File: src/rtl/fifo_burst_drain.sv
// FIFO read-side drain: prefetches into a BUF_DEPTH buffer, re-presents words on valid/ready, flags every BURST_LEN-th word.
// Data reaches out_valid two cycles after fifo_rd_en; reads stop when buffer + in-flight fills. Option: FIFO_DRAIN_PARITY_EN.
module fifo_burst_drain #(
   parameter int DATA_WIDTH = 32,
   parameter int BUF_DEPTH  = 2,
   parameter int BURST_LEN  = 8
) (
   input  logic                  clk,
   input  logic                  reset,
   input  logic                  enable,
   input  logic                  fifo_empty,
   input  logic [DATA_WIDTH-1:0] fifo_data,
   output logic                  fifo_rd_en,
   output logic                  out_valid,
   input  logic                  out_ready,
   output logic [DATA_WIDTH-1:0] out_data,
   output logic                  out_last,
   output logic                  busy
`ifdef FIFO_DRAIN_PARITY_EN
   ,
   output logic                  out_parity
`endif
);
   localparam int AW = $clog2(BUF_DEPTH);
   localparam int CW = $clog2(BUF_DEPTH + 1);
   localparam logic [CW:0] DEPTH_LIM = (CW + 1)'(BUF_DEPTH);
   localparam logic [15:0] LAST_BEAT = 16'(BURST_LEN - 1);

   logic [CW-1:0]         count_q, count_d;
   logic                  pending_q, pending_d;
   logic [AW-1:0]         wr_idx_q, wr_idx_d;
   logic [AW-1:0]         rd_idx_q, rd_idx_d;
   logic [15:0]           beat_cnt_q, beat_cnt_d;
   logic [DATA_WIDTH-1:0] mem_q [BUF_DEPTH];
   logic [DATA_WIDTH-1:0] mem_d [BUF_DEPTH];
   logic                  pop;
   logic [CW:0]           committed;

   // Slots already claimed (buffered + in flight) after this cycle's pop decide whether to read again.
   always_comb begin
      out_valid  = (count_q != '0);
      out_data   = mem_q[rd_idx_q];
      out_last   = out_valid & (beat_cnt_q == LAST_BEAT);
      busy       = out_valid | pending_q;
      pop        = out_valid & out_ready;
      committed  = {1'b0, count_q} + {{CW{1'b0}}, pending_q} - {{CW{1'b0}}, pop};
      fifo_rd_en = enable & ~fifo_empty & ~reset & (committed < DEPTH_LIM);
   end

   always_comb begin
      mem_d      = mem_q;
      wr_idx_d   = wr_idx_q;
      rd_idx_d   = rd_idx_q;
      beat_cnt_d = beat_cnt_q;
      pending_d  = fifo_rd_en;
      count_d    = count_q + CW'(pending_q) - CW'(pop);
      if (pending_q) begin
         mem_d[wr_idx_q] = fifo_data;
         wr_idx_d        = wr_idx_q + AW'(1);
      end
      if (pop) begin
         rd_idx_d   = rd_idx_q + AW'(1);
         beat_cnt_d = out_last ? 16'd0 : beat_cnt_q + 16'd1;
      end
   end

   always_ff @(posedge clk) begin
      if (reset) begin
         count_q    <= '0;
         pending_q  <= 1'b0;
         wr_idx_q   <= '0;
         rd_idx_q   <= '0;
         beat_cnt_q <= '0;
         for (int i = 0; i < BUF_DEPTH; i++) mem_q[i] <= '0;
      end else begin
         count_q    <= count_d;
         pending_q  <= pending_d;
         wr_idx_q   <= wr_idx_d;
         rd_idx_q   <= rd_idx_d;
         beat_cnt_q <= beat_cnt_d;
         for (int i = 0; i < BUF_DEPTH; i++) mem_q[i] <= mem_d[i];
      end
   end

`ifdef FIFO_DRAIN_PARITY_EN
   assign out_parity = out_valid & (^out_data);
`endif

endmodule
File: config.mk
export PLATFORM = sky130hd
export DESIGN_NAME = fifo_burst_drain
export DESIGN_NICKNAME = d
export VERILOG_FILES = /design/src/rtl/fifo_burst_drain.sv
export SDC_FILE = /design/constraint.sdc
export NUM_CORES = 1
export LEC_CHECK = 0
export CAP_MARGIN = 15
export CORE_UTILIZATION = 30
export CTS_BUF_LIST = sky130_fd_sc_hd__clkbuf_4 sky130_fd_sc_hd__clkbuf_8
export DETAILED_ROUTE_END_ITERATION = 8
export PLACE_DENSITY = 0.63
export SKIP_CTS_REPAIR_TIMING = 1
export SLEW_MARGIN = 5
export SYNTH_ARGS = -nofsm -noshare
export SYNTH_HDL_FRONTEND = slang
export SYNTH_SLANG_ARGS = --single-unit
File: constraint.sdc
create_clock -name clk -period 4.2 [get_ports clk]
set_clock_uncertainty 0.1 [all_clocks]
set_input_delay 0.63 -clock clk [delete_from_list [all_inputs] [get_ports clk]]
set_output_delay 0.63 -clock clk [all_outputs]
set_load 0.02 [all_outputs]
## Word-level counts from Yosys, hierarchy flattened

Index checks and enable logic that the tools add are counted.

- Add/subtract/negate cells: 7
- $lt $le $gt $ge: 4
- Equality and inequality tests: 1
- Mux-type cells: 7
- Bitwise operators: 10
- Reduce and logical (&&, ||, !) cells: 2

Operators with widths:

| cell | count |
|---|---|
| $mux 32 | 4 |
| $bwmux 64 | 1 |
| $demux 32 s1 | 1 |
| $add 16x1->16 const B | 1 |
| $eq 16x3->1 const B | 1 |
| $mux 16 | 1 |
| $and 1x1->1 | 5 |
| $ge 2x2->1 const B | 2 |
| $not 1->2 | 2 |
| $add 2x1->3 | 1 |
| $lt 3x2->1 const B | 1 |
| $sub 3x1->3 | 1 |
| $add 1x1->1 const B | 2 |
| $add 2x1->2 | 1 |
| $lt 2x1->1 const B | 1 |
| $not 1->1 | 2 |
| $reduce_bool 2->1 | 1 |
| $sub 2x1->2 | 1 |
| $logic_and 1x1->1 | 1 |
| $or 1x1->1 | 1 |

- Register bits after elaboration: 85
- Bits of input ports: 37

## Depth between registers and ports, before layout

- Depth in word-level cells: 6
- Depth in mapped cells: 8
- Depth with buffers taken out: 8

## Least setup slack after synthesis

OpenSTA, ideal clock, no wires.

- Path kind: input -> output
- Start: in out_ready
- End: out fifo_rd_en
- Arrival: 2.884 ns
- Required time: 3.470 ns
- Path slack: 0.586 ns
- Cell stages on the path: 8
- Path through: o21ai_1 inv_1 ha_1 inv_1 ha_1 fa_1 nand2b_1 nor4_1

- Word-level cells in the longest chain between the ends: 4

Ends and longest elaborated chain:

| item | line | source |
|---|---|---|
| from (decl) | 15 | `input logic out_ready,` |
| $and 1x1->1 | 45 | `pop = out_valid & out_ready;` |
| named net pop | 36 | `logic pop;` |
| $sub 3x1->3 | 46 | `committed = {1'b0, count_q} + {{CW{1'b0}}, pending_q} - {{CW{1'b0}}, pop};` |
| named net committed[1] | 37 | `logic [CW:0] committed;` |
| $lt 3x2->1 | 47 | `fifo_rd_en = enable & ~fifo_empty & ~reset & (committed < DEPTH_LIM);` |
| $and 1x1->1 | 47 |  |
| to (decl) | 13 | `output logic fifo_rd_en,` |

The timed path passes the listed nets, and every way through them passes these cells.

## Final worst setup path

Ends and elaborated chain as after synthesis.

==> flow_metrics.tcl <==
set metrics [dict create \
    outcome "complete, but fails checks" \
    violations "design-rule violations" \
    total_leakage_power_nw 1.595 \
    max_slew_margin_pct 41.00 \
    ir_worst_vdd_mv 0.2311 \
    multiInputGateArea_mm2 0.001762 \
    antenna_cells 0 \
    drt_iter0_drc 183 \
    port_buffers 72 \
    ant_nets 0 \
    seq_area_mm2 0.001702 \
    drtPass1Iterations 6 \
    dp.cells 628 \
    synth_top_family_by_area "simple AND/OR/NAND/NOR gates" \
    worstSkewPairLatency_ns 0.34 \
    synth_xor_area_share_pct 3.406 \
    fin_area_mm2 0.004651 \
    internal_power_mw 1.394 \
    ys_seq_area_share_pct 47.27 \
    gr-usage-all-layers_pct 14.69 \
    cp.arrival_ns 3.27 \
    gp_congestion 0.7626 \
    wl_per_cell_um 13.57 \
    timing.fmax_mhz 250.0 \
    vias_per_cell 4.848 \
    synth_cells 432 \
    p_seq_share_pct 44.4 \
    num_rows 39 \
    drc 8 \
    crit_required_ns 3.47 \
    hold_viol_final 0 \
    muxShareOfSynthArea_pct 10.01 \
    path_class "in2out" \
    setup_tns_ns 0 \
    grt_max_degree 71 \
    pwr-share-comb_pct 26.6 \
    setup_viol 0 \
    yosysTopAreaCellShare_pct 47.27 \
    sw_frac_of_total_pct 30.75 \
    worstSetupEndpointType "output port" \
    critPathMaxStageDelay_ns 0.65 \
    reg2reg_to "beat_cnt_q[7]$_SDFFE_PP0P_" \
    synth_warnings 0 \
    dp_slack_ns 0.1850 \
    r2r_slack_ns 1.88 \
    dp_hpwl_um 5603 \
    clock_path_buffers 2 \
    synth_top_area_cell "dfxtp_1" \
    vias 3122 \
    antenna_found_initial 0 \
    cts_made_buffers 9 \
    pwr_density_cell_mw_per_mm2 432.9 \
    critPathLaunchType "primary input" \
    synth-simple-area-share_pct 22.25 \
    fp.dieH_um 111.5 \
    syn-cell-area_mm2 0.003600 \
    path_clk_slew_ns 0.09 \
    power.total_mw 2.013 \
    hold_class "reg2reg" \
    cp_max_fo 3 \
    clock_sinks 85 \
    synth_nets 473 \
    synth_adder_area_share_pct 1.599 \
    synth_seq_cells 85 \
    syn_to_final_growth_pct 29.20 \
    ys_top_cells_by_area "dfxtp_1, nand2_1, mux2_2, a21oi_1, clkbuf_1" \
    start_util_pct 31.13 \
    crit_slowest_cell "clkdlybuf4s50_1" \
    syn_avg_cell_area_um2 8.333 \
    num-nets-final 537 \
    grt_pass1_vias 3206 \
    drt-total-wl_um 8742 \
    min_period_ns 3.999 \
    power.share.clock_pct 29.0 \
    grt_pass1_wl_um 14900 \
    cp_cell_sequence "clkdlybuf4s50_1 > o21ai_1 > inv_1 > ha_1 > inv_1 > ha_1 > fa_1 > nand2b_1 > nor4_1 > clkdlybuf4s50_1" \
    grt_overflow 0 \
    synth_compound_area_share_pct 11.61 \
    rsz0062_at_grt "no" \
    maxSlewViolCount 0 \
    fillerInstances 1152 \
    final_cell_mix "nand2_1, dfxtp_1, clkdlybuf4s50_1" \
    worst_pin_slew_ns 0.8820 \
    startpoint "out_ready" \
    die_w_um 111.5 \
    cts_tree "done" \
    htree_levels 3 \
    reg2regPathDepth 5 \
    synth_cell_types 33 \
    met3_length_um 379 \
    final.setup.worst_slack_ns 0.2006 \
    post_layout_nonfiller_instances 644 \
    clock-root-buffer "clkbuf_8" \
    die_area_mm2 0.01244 \
    critPathCapture "fifo_rd_en" \
    power_switching_mw 0.6189 \
    r2r-start "beat_cnt_q[0]$_SDFFE_PP0P_" \
    finalCritPeriodShare_pct 95.22 \
    layout-drive-gt1-share_pct 12.57 \
    place_area_mm2 0.004448 \
    layout_commonest_cell "nand2_1" \
    wl_met1_um 3916 \
    num_io_pins 73 \
    max_cap_viol_count 0 \
    core_mm2 0.01156 \
    wl_met2_um 4271 \
    highest_layer "met4" \
]
==> how the worst min path moves through the flow <==
stage	from	endpoint	slack (ns)	cells after the start
global route	mem_q[16]$_SDFFE_PP0P_	mem_q[16]$_SDFFE_PP0P_	0.37	2
CTS	mem_q[61]$_SDFFE_PP0P_	mem_q[61]$_SDFFE_PP0P_	0.36	2
finish	mem_q[38]$_SDFFE_PP0P_	mem_q[38]$_SDFFE_PP0P_	0.36	2
floorplan	mem_q[0]$_SDFFE_PP0P_	mem_q[0]$_SDFFE_PP0P_	0.33	2
global placement	mem_q[23]$_SDFFE_PP0P_	mem_q[23]$_SDFFE_PP0P_	0.34	2
detailed placement	mem_q[38]$_SDFFE_PP0P_	mem_q[38]$_SDFFE_PP0P_	0.35	2
==> area by class of cell <==
type | instances | share of cell area [%]
multi-input combinational | 312 | 37.88
inverter | 8 | 0.6457
timing repair buffer | 80 | 16.68
clock inverter | 6 | 1.533
tap | 143 | 3.847
clock buffer | 10 | 2.825
sequential | 85 | 36.59
==> sequential cells by signal, summed over array words and instances (netlist names) <==
| name | cells |
|---|---|
| rd_idx_q | 1 |
| pending_q | 1 |
| wr_idx_q | 1 |
| mem_q | 64 |
| count_q | 2 |
| beat_cnt_q | 16 |
==> worst max-delay path: cells and delay by family <==
kind | cells | cell delay [ns]
adders and majority gates | 3 | 0.90
buffers and inverters | 4 | 1.22
AOI/OAI and AO/OA | 1 | 0.12
and+or+nand+nor | 2 | 0.40
==> layer usage <==
metal / global-route usage [%] / up-vias
li1: - / 1562
met1: 17.37 / 1475
met2: 25.75 / 67
met3: 3.538 / 18
met4: 5.495 / 0
met5: 0 / -
==> synth_stat cells <==
cell and n:
nand2_1 138, dfxtp_1 85, a21oi_1 69, mux2_2 32
clkbuf_1 26, nor2_1 14, xnor2_1 10, inv_1 8
nor4_1 6, nor3_1 5, nand3_1 4, xor2_1 4
ha_1 3, or3_1 3, nand2b_1 2, nand4_1 2
nor2b_1 2, o31ai_1 2, or2_2 2, or4_1 2
and2_1 1, buf_6 1, fa_1 1, nand4_4 1
nand4b_1 1, nor4bb_1 1, o2111a_1 1, o2111ai_1 1
o21ai_0 1, o21ai_1 1, o41ai_4 1, or2_0 1
or4_4 1
==> power by group through the flow <==
stage	logic (mW)	clock network, mW	registers [mW]
global route	0.591	0.639	0.902
global placement	0.539	0	0.909
floorplan	0.334	0	0.903
detailed placement	0.541	0	0.913
CTS	0.545	0.605	0.895
finish	0.536	0.583	0.894
==> logic make-up after synthesis <==
kind of cell / count (synthesis)
xor gates and xnor gates: 14
and+or+nand+nor: 186
buffers and inverters: 35
AOI/OAI and AO/OA: 76
DFF: 85
adders and majority gates: 4
muxes: 32
==> per-stage QoR <==
| stage | util, % | hold WS [ns] |
|---|---|---|
| global placement | 38.46 | 0.3376 |
| global route | 40.21 | 0.3731 |
| floorplan | - | 0.3329 |
| detailed placement | 38.46 | 0.3460 |
| CTS | 40.21 | 0.3599 |
| finish | 40.21 | 0.3561 |
Note: power is estimated with default switching activity, not from simulation.
